### config.mk
export PLATFORM = sky130hd
export DESIGN_NAME = switch_ingress
export DESIGN_NICKNAME = d
export VERILOG_FILES = /design/src/rtl/switch_pkg.sv /design/src/rtl/ingress_fifo.sv /design/src/rtl/switch_ingress.sv
export SDC_FILE = /design/constraint.sdc
export NUM_CORES = 1
export LEC_CHECK = 0
export CORE_ASPECT_RATIO = 0.9
export CORE_MARGIN = 5
export CORE_UTILIZATION = 52
export CTS_CLUSTER_SIZE = 24
export DETAILED_ROUTE_END_ITERATION = 10
export PLACE_DENSITY = 0.78
export SETUP_SLACK_MARGIN = 0.05
export SYNTH_ARGS = -nofsm -noshare
export SYNTH_HDL_FRONTEND = slang
export SYNTH_SLANG_ARGS = --single-unit
### constraint.sdc
create_clock -name clk_i2 -period 3.25 [get_ports clk_i2]
set_clock_uncertainty 0.05 [all_clocks]
set_input_delay 0.65 -clock clk_i2 [delete_from_list [all_inputs] [get_ports clk_i2]]
set_output_delay 0.65 -clock clk_i2 [all_outputs]
set_load 0.05 [all_outputs]
### src/rtl/switch_pkg.sv
// Shared switch definitions: port count, address width, entry layout and
// the ingress receive FSM state encoding.
package switch_pkg;

    localparam int NPORTS     = 4;
    localparam int ADRW       = 2;
    localparam int DW_DEFAULT = 4;

    typedef struct packed {
        logic [ADRW-1:0]       adr;
        logic [DW_DEFAULT-1:0] dat;
    } entry_t;

    typedef enum logic [1:0] {
        IDLE,
        ACK,
        WAIT_LOW
    } rx_state_t;

endpackage

### src/rtl/ingress_fifo.sv
// Synchronous FIFO with combinational head read and registered full/empty
// flags derived from an explicit occupancy counter.
module ingress_fifo #(
    parameter int W     = 6,
    parameter int DEPTH = 4
) (
    input  logic         clk,
    input  logic         srst,
    input  logic         push,
    input  logic         pop,
    input  logic [W-1:0] wdata,
    output logic [W-1:0] rdata,
    output logic         full,
    output logic         empty
);

    localparam int AW = $clog2(DEPTH);

    logic [W-1:0]  mem [DEPTH];
    logic [AW-1:0] wr_ptr_reg;
    logic [AW-1:0] rd_ptr_reg;
    logic [AW:0]   occ_reg;
    logic [AW:0]   occ_next;
    logic          full_reg;
    logic          empty_reg;
    logic          do_push;
    logic          do_pop;

    // Flags are the registered view, so a pop from full never frees a slot
    // for a push in the same cycle.
    assign do_push = push && !full_reg;
    assign do_pop  = pop && !empty_reg;

    always_comb begin
        occ_next = occ_reg + {{AW{1'b0}}, do_push} - {{AW{1'b0}}, do_pop};
    end

    always_ff @(posedge clk) begin
        if (srst) begin
            wr_ptr_reg <= '0;
            rd_ptr_reg <= '0;
            occ_reg    <= '0;
            full_reg   <= 1'b0;
            empty_reg  <= 1'b1;
        end else begin
            if (do_push) wr_ptr_reg <= wr_ptr_reg + AW'(1);
            if (do_pop)  rd_ptr_reg <= rd_ptr_reg + AW'(1);
            occ_reg   <= occ_next;
            full_reg  <= (occ_next == (AW+1)'(DEPTH));
            empty_reg <= (occ_next == '0);
        end
    end

    always_ff @(posedge clk) begin
        if (do_push) mem[wr_ptr_reg] <= wdata;
    end

    assign rdata = mem[rd_ptr_reg];
    assign full  = full_reg;
    assign empty = empty_reg;

endmodule

### src/rtl/switch_ingress.sv
// Switch ingress port: valid/ack receive FSM into a FIFO whose head raises a
// one-hot crossbar request until granted.
module switch_ingress
    import switch_pkg::*;
#(
    parameter int DW    = DW_DEFAULT,
    parameter int DEPTH = 4
) (
    input  logic              clk_i2,
    input  logic              rst_i,
    input  logic              validtx,
    input  logic [ADRW-1:0]   adr_i,
    input  logic [DW-1:0]     dat_i,
    output logic              acktx,
    output logic [NPORTS-1:0] req_o,
    output logic [DW-1:0]     dat_o,
    input  logic [NPORTS-1:0] gnt_i,
    output logic              full_o,
    output logic              empty_o,
    output logic [7:0]        cnt_o
);

    localparam int EW = ADRW + DW;

    rx_state_t       state_reg;
    rx_state_t       state_next;
    logic            acktx_reg;
    logic            acktx_next;
    logic [7:0]      cnt_reg;
    logic            push;
    logic            pop;
    logic [EW-1:0]   head;
    logic [ADRW-1:0] head_adr;
    logic [DW-1:0]   head_dat;
    logic            full;
    logic            empty;

    // WAIT_LOW holds off until the device releases the word it is still
    // presenting, so one word is never accepted twice.
    always_comb begin
        state_next = state_reg;
        acktx_next = 1'b0;
        push       = 1'b0;
        case (state_reg)
            IDLE: begin
                if (validtx && !full) begin
                    push       = 1'b1;
                    acktx_next = 1'b1;
                    state_next = ACK;
                end
            end
            ACK:      state_next = WAIT_LOW;
            WAIT_LOW: if (!validtx) state_next = IDLE;
            default:  state_next = IDLE;
        endcase
    end

    always_ff @(posedge clk_i2) begin
        if (rst_i) begin
            state_reg <= IDLE;
            acktx_reg <= 1'b0;
            cnt_reg   <= 8'd0;
        end else begin
            state_reg <= state_next;
            acktx_reg <= acktx_next;
            if (push) cnt_reg <= cnt_reg + 8'd1;
        end
    end

    ingress_fifo #(
        .W     (EW),
        .DEPTH (DEPTH)
    ) u_fifo (
        .clk   (clk_i2),
        .srst  (rst_i),
        .push  (push),
        .pop   (pop),
        .wdata ({adr_i, dat_i}),
        .rdata (head),
        .full  (full),
        .empty (empty)
    );

    assign head_adr = head[EW-1 -: ADRW];
    assign head_dat = head[DW-1:0];

    genvar gi;
    generate
        for (gi = 0; gi < NPORTS; gi++) begin : g_req
            assign req_o[gi] = !empty && (head_adr == ADRW'(gi));
        end
    endgenerate

    assign pop     = |(gnt_i & req_o);
    assign dat_o   = empty ? '0 : head_dat;
    assign acktx   = acktx_reg;
    assign full_o  = full;
    assign empty_o = empty;
    assign cnt_o   = cnt_reg;

endmodule

== Yosys cells after proc, flatten, opt, wreduce, memory -nomap -nowiden ==
Memory sizes are Yosys's and may differ from the RTL's. A register that Yosys moved wholly into a read port is not among the register bits.
Cells that the tools add are included.
Word-level totals
  bits in registers: 20
  RAM bits: 24
  bits of input ports: 13
  output and inout bits: 19
  logic and storage cells: 47
  memories: 1
Memory list
  u_fifo.mem: words 4, width 6, read ports 1, clocked after Yosys merged registers in 1, write ports 1, RTL line ingress_fifo.sv:19  | logic [W-1:0] mem [DEPTH];
Cells by class
  add/sub/neg operators: 5
  equal/unequal tests: 8
  multiplexer cells: 10
  bitwise operators: 1
  reductions and logical operators: 14
Operator list (count)
  adder 8 x 1 -> 8 bit, second input constant: 1
  2-to-1 mux 2 bit: 4
  logical AND 1 bit: 7
  == test 2 bit, second input constant: 3
  case mux 2 bit (3 select lines): 1
  adder 2 x 1 -> 2 bit, second input constant: 2
  bitwise AND 4 bit: 1
  == test 2 x 1 -> 1 bit, second input constant: 2
  logical NOT 2 bit: 2
  2-to-1 mux 1 bit: 4
  2-to-1 mux 4 bit: 1
  inequality test 2 bit, second input constant: 2
  OR reduction 4 bit: 1
  adder 3 x 1 -> 3 bit: 1
  == test 3 bit, second input constant: 1
  logical NOT 3 bit: 1
  subtractor 3 x 1 -> 3 bit: 1
  logical NOT 1 bit: 2
  AND reduction 2 bit: 1

== Longest topological paths before layout ==
Gate-level depths: netlist of run 1.
  depth in word-level cells: 8
  mapped depth: 12
  gate-level depth less buffers: 11

== Cells and area by module ==
From an unflattened synthesis of run 1, not the netlist that was laid out.
Second synthesis, totals
  cells, all modules: 143
  area, all modules: 1913.1 sq um
Modules (own cells, without submodules)
  ingress_fifo: times used 1, cells each 80, area an instance 1365.1 sq um, seq. area each 940.9 sq um
  switch_ingress: times used 1, cells each 63, area an instance 548.0 sq um, seq. area each 220.2 sq um

== Least setup slack after synthesis of run 1 ==
No wires, ideal clock.
  kind: register to register
  start: register (tool-made name)
  end: register u_fifo.full_reg (netlist: u_fifo.full)
  setup time: 78 ps
  arrival time: 2672 ps
  data required time: 3122 ps
  path slack: 450 ps
  cell stages (with the launch flop): 13
  buffers on the path: 1
  period minus slack after synthesis: 2800 ps
  cells stage by stage: dfxtp_1 -> buf_6 -> mux4_2 -> mux2i_1 -> o22ai_2 -> ha_1 -> inv_1 -> ha_1 -> fa_1 -> xnor2_1 -> xnor2_1 -> nand2_1 -> nor3_1
RTL lines
  end signal, assigned: RTL line ingress_fifo.sv:49  | full_reg <= (occ_next == (AW+1)'(DEPTH));
  end, declared: RTL line ingress_fifo.sv:24  | logic full_reg;

==> impl_metrics.ini, run 1 <==
[layout]
final_nets = 195
final_design_area_no_fill_um2 = 2330
antenna_cells = 0
fraction_of_layout_instances_using_a_drive_strength_above_1 = 0.103
largest_register_ffs = 24
flow.area_growth_from_synthesis_pct = 23.3
fillers = 254

[logic_synthesis]
syn_area_per_cell_um2 = 13.8
summed_instance_area_of_the_synthesized_netlist_um2 = 1890
synth.cells.most_frequent = 24 x sky130_fd_sc_hd__edfxtp_1, 22 x sky130_fd_sc_hd__dfxtp_1, 17 x sky130_fd_sc_hd__nor2_1
synth.ff_latch_count = 46
synth_sequential_area_ratio = 0.614
post_synth_num_cell_types = 31
netlist_top_cells_area = sky130_fd_sc_hd__edfxtp_1 38%, sky130_fd_sc_hd__dfxtp_1 23%, sky130_fd_sc_hd__mux4_1 5.6%
post-synth-top-area-fraction = 0.381
synth_nets = 158
postSynth.topFlopCell = sky130_fd_sc_hd__edfxtp_1
ys.warnings.count = 0
yosys.area.top_type = sky130_fd_sc_hd__edfxtp_1
synth-edff-count = 24
netlist_instances = 137
synth.most_common_cell = sky130_fd_sc_hd__edfxtp_1
synth_async_sr_flop_share = 0

[critical_path]
worst_path_dominant_cell_family = buffers and inverters
worst_reg2reg_path_length_in_cells = 11
cp-end-kind = primary output
startpoint_type = flip-flop
worstSetupPathType = flip-flop to primary output
timing.critical_path.depth = 4
cp_max_fo = 6
critical-path-slowest-cell = sky130_fd_sc_hd__clkdlybuf4s50_1
cp_slowest_stage_delay_ns = 0.80
cp_cell_sequence = mux4_2 > or2b_1 > nor2b_1 > clkdlybuf4s50_1
worstPathRequired_ns = 2.55
worstPathArrival_ns = 2.20
critical_path_buf_inv_count = 1

[clock_network]
clk_path_buf_depth = 2
cts.clk_slew.worst_paths_ns = 0.08
clk_root_buffer_cell = sky130_fd_sc_hd__clkbuf_8
tritoncts.num_buffers = 5
clock_tree.htree_level_count = 2
tritoncts_clock_tree = built
cts.sink_count = 46
post_cts_hold_buffer_count = 0
clkLatencyLatePin_ns = 0.29

[global_routing]
grt_util_all_layers = 0.142
number_of_antenna_violations_at_the_first_check_in_global_routing = 0
grt_max_degree = 18
gr_overflow_total = 0
grt_first_pass_wirelength_um = 5240
number_of_global_route_vias_before_repair = 1159

[detailed_routing]
wirelength_um = 3150
wl_per_cell_um = 14.4
via_per_inst = 5.16
drtAntennaViolNets = 0
drtPass1Iterations = 4
dr_total_vias = 1129
initialDrtViolationCount = 49
drc = 0

[power_and_ir_drop]
p_switching_uw = 602
max-vdd-ir-drop_mv = 0.430
power_internal_mw = 1.12
finalPower_mw = 1.72
power.share.clock = 0.185
power.density_nw_per_um2 = 738
power.leakage_nw = 0.868
power.combinational.fraction = 0.375
power.switching_fraction = 0.350
seq_power_share = 0.440

[sta]
final.setup.worst_slack_ns = 0.348
hold_viol = 0
shortest_period_the_worst_path_allows_ns = 2.90
timing.final.setup_violations = 0
period_share = 0.893
report.final.slew_viol_count = 0
worstMarginPinSlew_ns = 0.505
setup_tns_ns = 0
grt_setup_unrepaired = no
slew_headroom = 0.662
achievable-frequency_mhz = 345

[floorplanning]
start_util = 0.548
num_rows = 20
core_area_um2 = 3450
dieWidth_um = 73.6
die-height_um = 67.2
design.die.area_um2 = 4950
io_pins = 32

[placement]
place_ws_ns = 0.280
placedInstanceArea_um2 = 2250
finalWeightedCongestion = 0.772
portBuffers = 31
place_hpwl_um = 2290

[hold_path]
path_type_of_the_worst_min_delay_path = flip-flop to flip-flop
hold-path-cell-count = 2

[flow_run]
maxCapViolations = 0

[run_status]
run_status = finished clean
-- per-stage QoR --
stage / util / instances / hold slack (ns)
4_1_cts: 0.675 / 219 / 0.475
3_3_place_gp: 0.651 / 211 / 0.443
2_1_floorplan: - / 137 / 0.459
6_report: 0.675 / 219 / 0.468
5_1_grt: 0.675 / 219 / 0.509
3_5_place_dp: 0.651 / 211 / 0.455
-- cells by family after synthesis --
group / Yosys count / share of synthesized area
flops: 46 / 0.614
simple gates: 45 / 0.128
buf+inv: 12 / 0.0291
xor+xnor: 11 / 0.0509
mux: 10 / 0.101
fa+ha+maj: 8 / 0.0569
compound gates: 5 / 0.0205
-- cell usage in the layout (no fill, tap or decap), types with 2 or more instances in the layout --
cell                              synthesis  final
sky130_fd_sc_hd__mux2i_1                  3      3
sky130_fd_sc_hd__mux4_1                   4      4
sky130_fd_sc_hd__ha_1                     7      7
sky130_fd_sc_hd__nor2_1                  17     17
sky130_fd_sc_hd__nor2b_1                  7      7
sky130_fd_sc_hd__nand3_1                  2      2
sky130_fd_sc_hd__edfxtp_1                24     24
sky130_fd_sc_hd__clkbuf_8                 0      5
sky130_fd_sc_hd__mux4_2                   2      2
sky130_fd_sc_hd__a21oi_1                  2      2
sky130_fd_sc_hd__nand4_1                  2      2
sky130_fd_sc_hd__dfxtp_1                 22     21
sky130_fd_sc_hd__inv_1                    8      8
sky130_fd_sc_hd__and2_1                   6      6
sky130_fd_sc_hd__xor2_1                   5      5
sky130_fd_sc_hd__buf_4                    0      5
sky130_fd_sc_hd__clkdlybuf4s50_1          0     29
sky130_fd_sc_hd__xnor2_1                  6      6
sky130_fd_sc_hd__nand2_1                  4      4
-- final cells by class --
class                           instances  area (um2)  area share
Timing Repair Buffer                   34         328       0.141
Inverter                                8        30.0      0.0129
Clock inverter                          2        8.76     0.00376
Tap cell                               44        55.1      0.0236
Sequential cell                        46        1160       0.498
Multi-Input combinational cell         79         676       0.290
Clock buffer                            6        72.6      0.0311
-- per-layer routing --
layer | GRT usage | vias to the layer above | routed length [um]
met1 | 0.174 | 543 | 1430
met4 | 0.0475 | 0 | 29
li1 | - | 554 | -
met3 | 0.0402 | 4 | 180
met2 | 0.240 | 28 | 1510
met5 | 0 | - | 0
-- worst paths after layout --
| check | startpoint | to | slack [ns] |
|---|---|---|---|
| max | flip-flop | req_o[3] | 0.35 |
| min | cnt_o[7] | cnt_o[7] | 0.47 |
| max reg2reg | flip-flop | u_fifo.full | 0.36 |
| min reg2reg | cnt_o[7] | cnt_o[7] | 0.47 |
-- power by group through the flow --
stage	registers, mW	clock network, mW	logic (mW)
6_report	0.757	0.318	0.645
5_1_grt	0.770	0.352	0.699
2_1_floorplan	0.810	0	0.422
4_1_cts	0.757	0.327	0.652
3_5_place_dp	0.771	0	0.648
3_3_place_gp	0.765	0	0.633
-- worst min-delay path: cells and delay by family, from the launching register on --
family        cells  cell delay (ns)
xor+xnor          1             0.07
flops             1             0.34
simple gates      1             0.07
-- repair_timing --
item                                    in CTS  in global routing
endpoints found under the setup margin       0                  1
resized for setup                            0                  1
buffers inserted                             0                  0
No activity file was read; power rests on OpenSTA's default activity.
==> inputs of run 2 (changes only) <==
--- a/config.mk
+++ b/config.mk
@@ -6,7 +6,7 @@
 export NUM_CORES = 1
 export LEC_CHECK = 0
 export CORE_ASPECT_RATIO = 0.9
-export CORE_MARGIN = 5
+export CORE_MARGIN = 3
 export CORE_UTILIZATION = 52
 export CTS_CLUSTER_SIZE = 24
 export DETAILED_ROUTE_END_ITERATION = 10
==> run 2 against run 1 <==
Compared with the run above:
- design area is 1.3% higher
- sequential power hardly changed
- combinational power is 4.7% higher
- power is 2.2% higher
- flip-flop and latch count stayed put
- critical endpoint is now req_o[1]
- largest power group unchanged
==> impl_metrics.ini, run 2 (synthesized netlist as in run 1, its figures left out) <==
[sta]
hold_viol = 0
fin_hold_ws_ns = 0.491
timing.final.setup_violations = 0
worstMarginPinSlew_ns = 0.506
period_share = 0.932
report.final.slew_viol_count = 0
setup_tns_ns = 0
shortest_period_the_worst_path_allows_ns = 3.03
slew_headroom = 0.662
grt_setup_unrepaired = no
achievable-frequency_mhz = 330

[critical_path]
ff2ff_setup_slack_ns = 0.28
worstPathArrival_ns = 2.33
r2r-end = u_fifo.full
worstSetupPathType = flip-flop to primary output
worst_reg2reg_path_length_in_cells = 11
cp-end-kind = primary output
worstPathRequired_ns = 2.55
startpoint_type = flip-flop
cp_max_fo = 5

[layout]
multi_input_gate_area_um2 = 688
antenna_cells = 0
layout_commonest_cell = sky130_fd_sc_hd__clkdlybuf4s50_1
fillers = 259
most-common-layout-cells = 29 x sky130_fd_sc_hd__clkdlybuf4s50_1, 24 x sky130_fd_sc_hd__edfxtp_1, 21 x sky130_fd_sc_hd__dfxtp_1
largest_register_ffs = 24
fraction_of_layout_instances_using_a_drive_strength_above_1 = 0.136
finalNonFillerCells = 221
flow.area_growth_from_synthesis_pct = 24.9
fin_util = 0.689
final-seq-area_um2 = 1160
final_nets = 197

[global_routing]
gr_overflow_total = 0
number_of_antenna_violations_at_the_first_check_in_global_routing = 0
number_of_global_route_vias_before_repair = 1124
grt_first_pass_wirelength_um = 5640
grt_max_degree = 16
grt_util_all_layers = 0.169

[power_and_ir_drop]
max-vdd-ir-drop_mv = 0.447
power.leakage_nw = 0.878
power.density_nw_per_um2 = 744
finalPower_mw = 1.76
power_internal_mw = 1.14
p_switching_uw = 621
power.combinational.fraction = 0.384
power.share.clock = 0.184
seq_power_share = 0.432
power.switching_fraction = 0.353

[clock_network]
cts.clk_slew.worst_paths_ns = 0.08
clk_path_buf_depth = 2
clk_root_buffer_cell = sky130_fd_sc_hd__clkbuf_8
cts.sink_count = 46
clock_tree.htree_level_count = 2
clkLatencyLatePin_ns = 0.30
tritoncts.num_buffers = 5
tritoncts_clock_tree = built

[placement]
placed_cells_incl_taps = 211
finalWeightedCongestion = 0.751
portBuffers = 31
place_hpwl_um = 2390

[detailed_routing]
via_per_inst = 4.99
dr_total_vias = 1102
wirelength_um = 3200
drtPass1Iterations = 4
initialDrtViolationCount = 30
wl_per_cell_um = 14.5
drc = 0
drtAntennaViolNets = 0

[floorplanning]
num_rows = 20
start_util = 0.552
io_pins = 32
die-height_um = 63.2
core_area_um2 = 3430
design.die.area_um2 = 4400
dieWidth_um = 69.6

[hold_path]
path_type_of_the_worst_min_delay_path = flip-flop to flip-flop
start_point_of_the_worst_hold_path = cnt_o[7]
hold-path-cell-count = 2
hold_endpoint = cnt_o[7]

[flow_run]
maxCapViolations = 0

[run_status]
run_status = finished clean
run 2: power by group through the flow:
stage | clock network (mW) | logic [mW] | registers [mW]
after floorplan | 0 | 0.422 | 0.810
final | 0.324 | 0.675 | 0.759
after global placement | 0 | 0.626 | 0.766
after detailed placement | 0 | 0.650 | 0.772
after global routing | 0.366 | 0.741 | 0.771
after CTS | 0.337 | 0.653 | 0.759
run 2: through the flow:
stage               area [um2]  setup slack (ns)
floorplan                 1890             0.450
global placement          2250             0.339
detailed placement        2250            0.0895
CTS                       2330            0.0659
global route              2360            0.0556
finish                    2360             0.220
run 2: cell type report:
class                   instances  area share
clock buffers                   6      0.0307
clock inverters                 2     0.00424
inverters                       8      0.0127
multi-input cells              79       0.291
flip-flops and latches         46       0.493
well taps                      44      0.0233
repair buffers                 36       0.145
run 2: worst max path at each step:
stage,endpoint,startpoint,cells after the start
2_1_floorplan,u_fifo.full,flip-flop,12
3_5_place_dp,u_fifo.full,flip-flop,11
4_1_cts,u_fifo.full,flip-flop,11
5_1_grt,u_fifo.full,flip-flop,11
6_report,req_o[1],flip-flop,4
3_3_place_gp,u_fifo.full,flip-flop,11
run 2: routing by layer:
metal | part of all wire | GRT usage
met1 | 0.46 | 0.218
met2 | 0.47 | 0.260
met3 | 0.043 | 0.0431
met4 | 0.024 | 0.0951
met5 | 0 | 0
run 2: repair_timing:
action                                  in CTS  in global routing
hold buffers                                 0                  0
buffers inserted                             0                  2
endpoints found under the setup margin       0                  3
resized for setup                            0                  5
run 2: worst max-delay path, cell delays in order, from the launching register on:
cell and delay [ns]:
sky130_fd_sc_hd__dfxtp_4 0.39, sky130_fd_sc_hd__mux4_2 0.58, sky130_fd_sc_hd__buf_4 0.17, sky130_fd_sc_hd__nor2_1 0.09, sky130_fd_sc_hd__clkdlybuf4s50_1 0.80
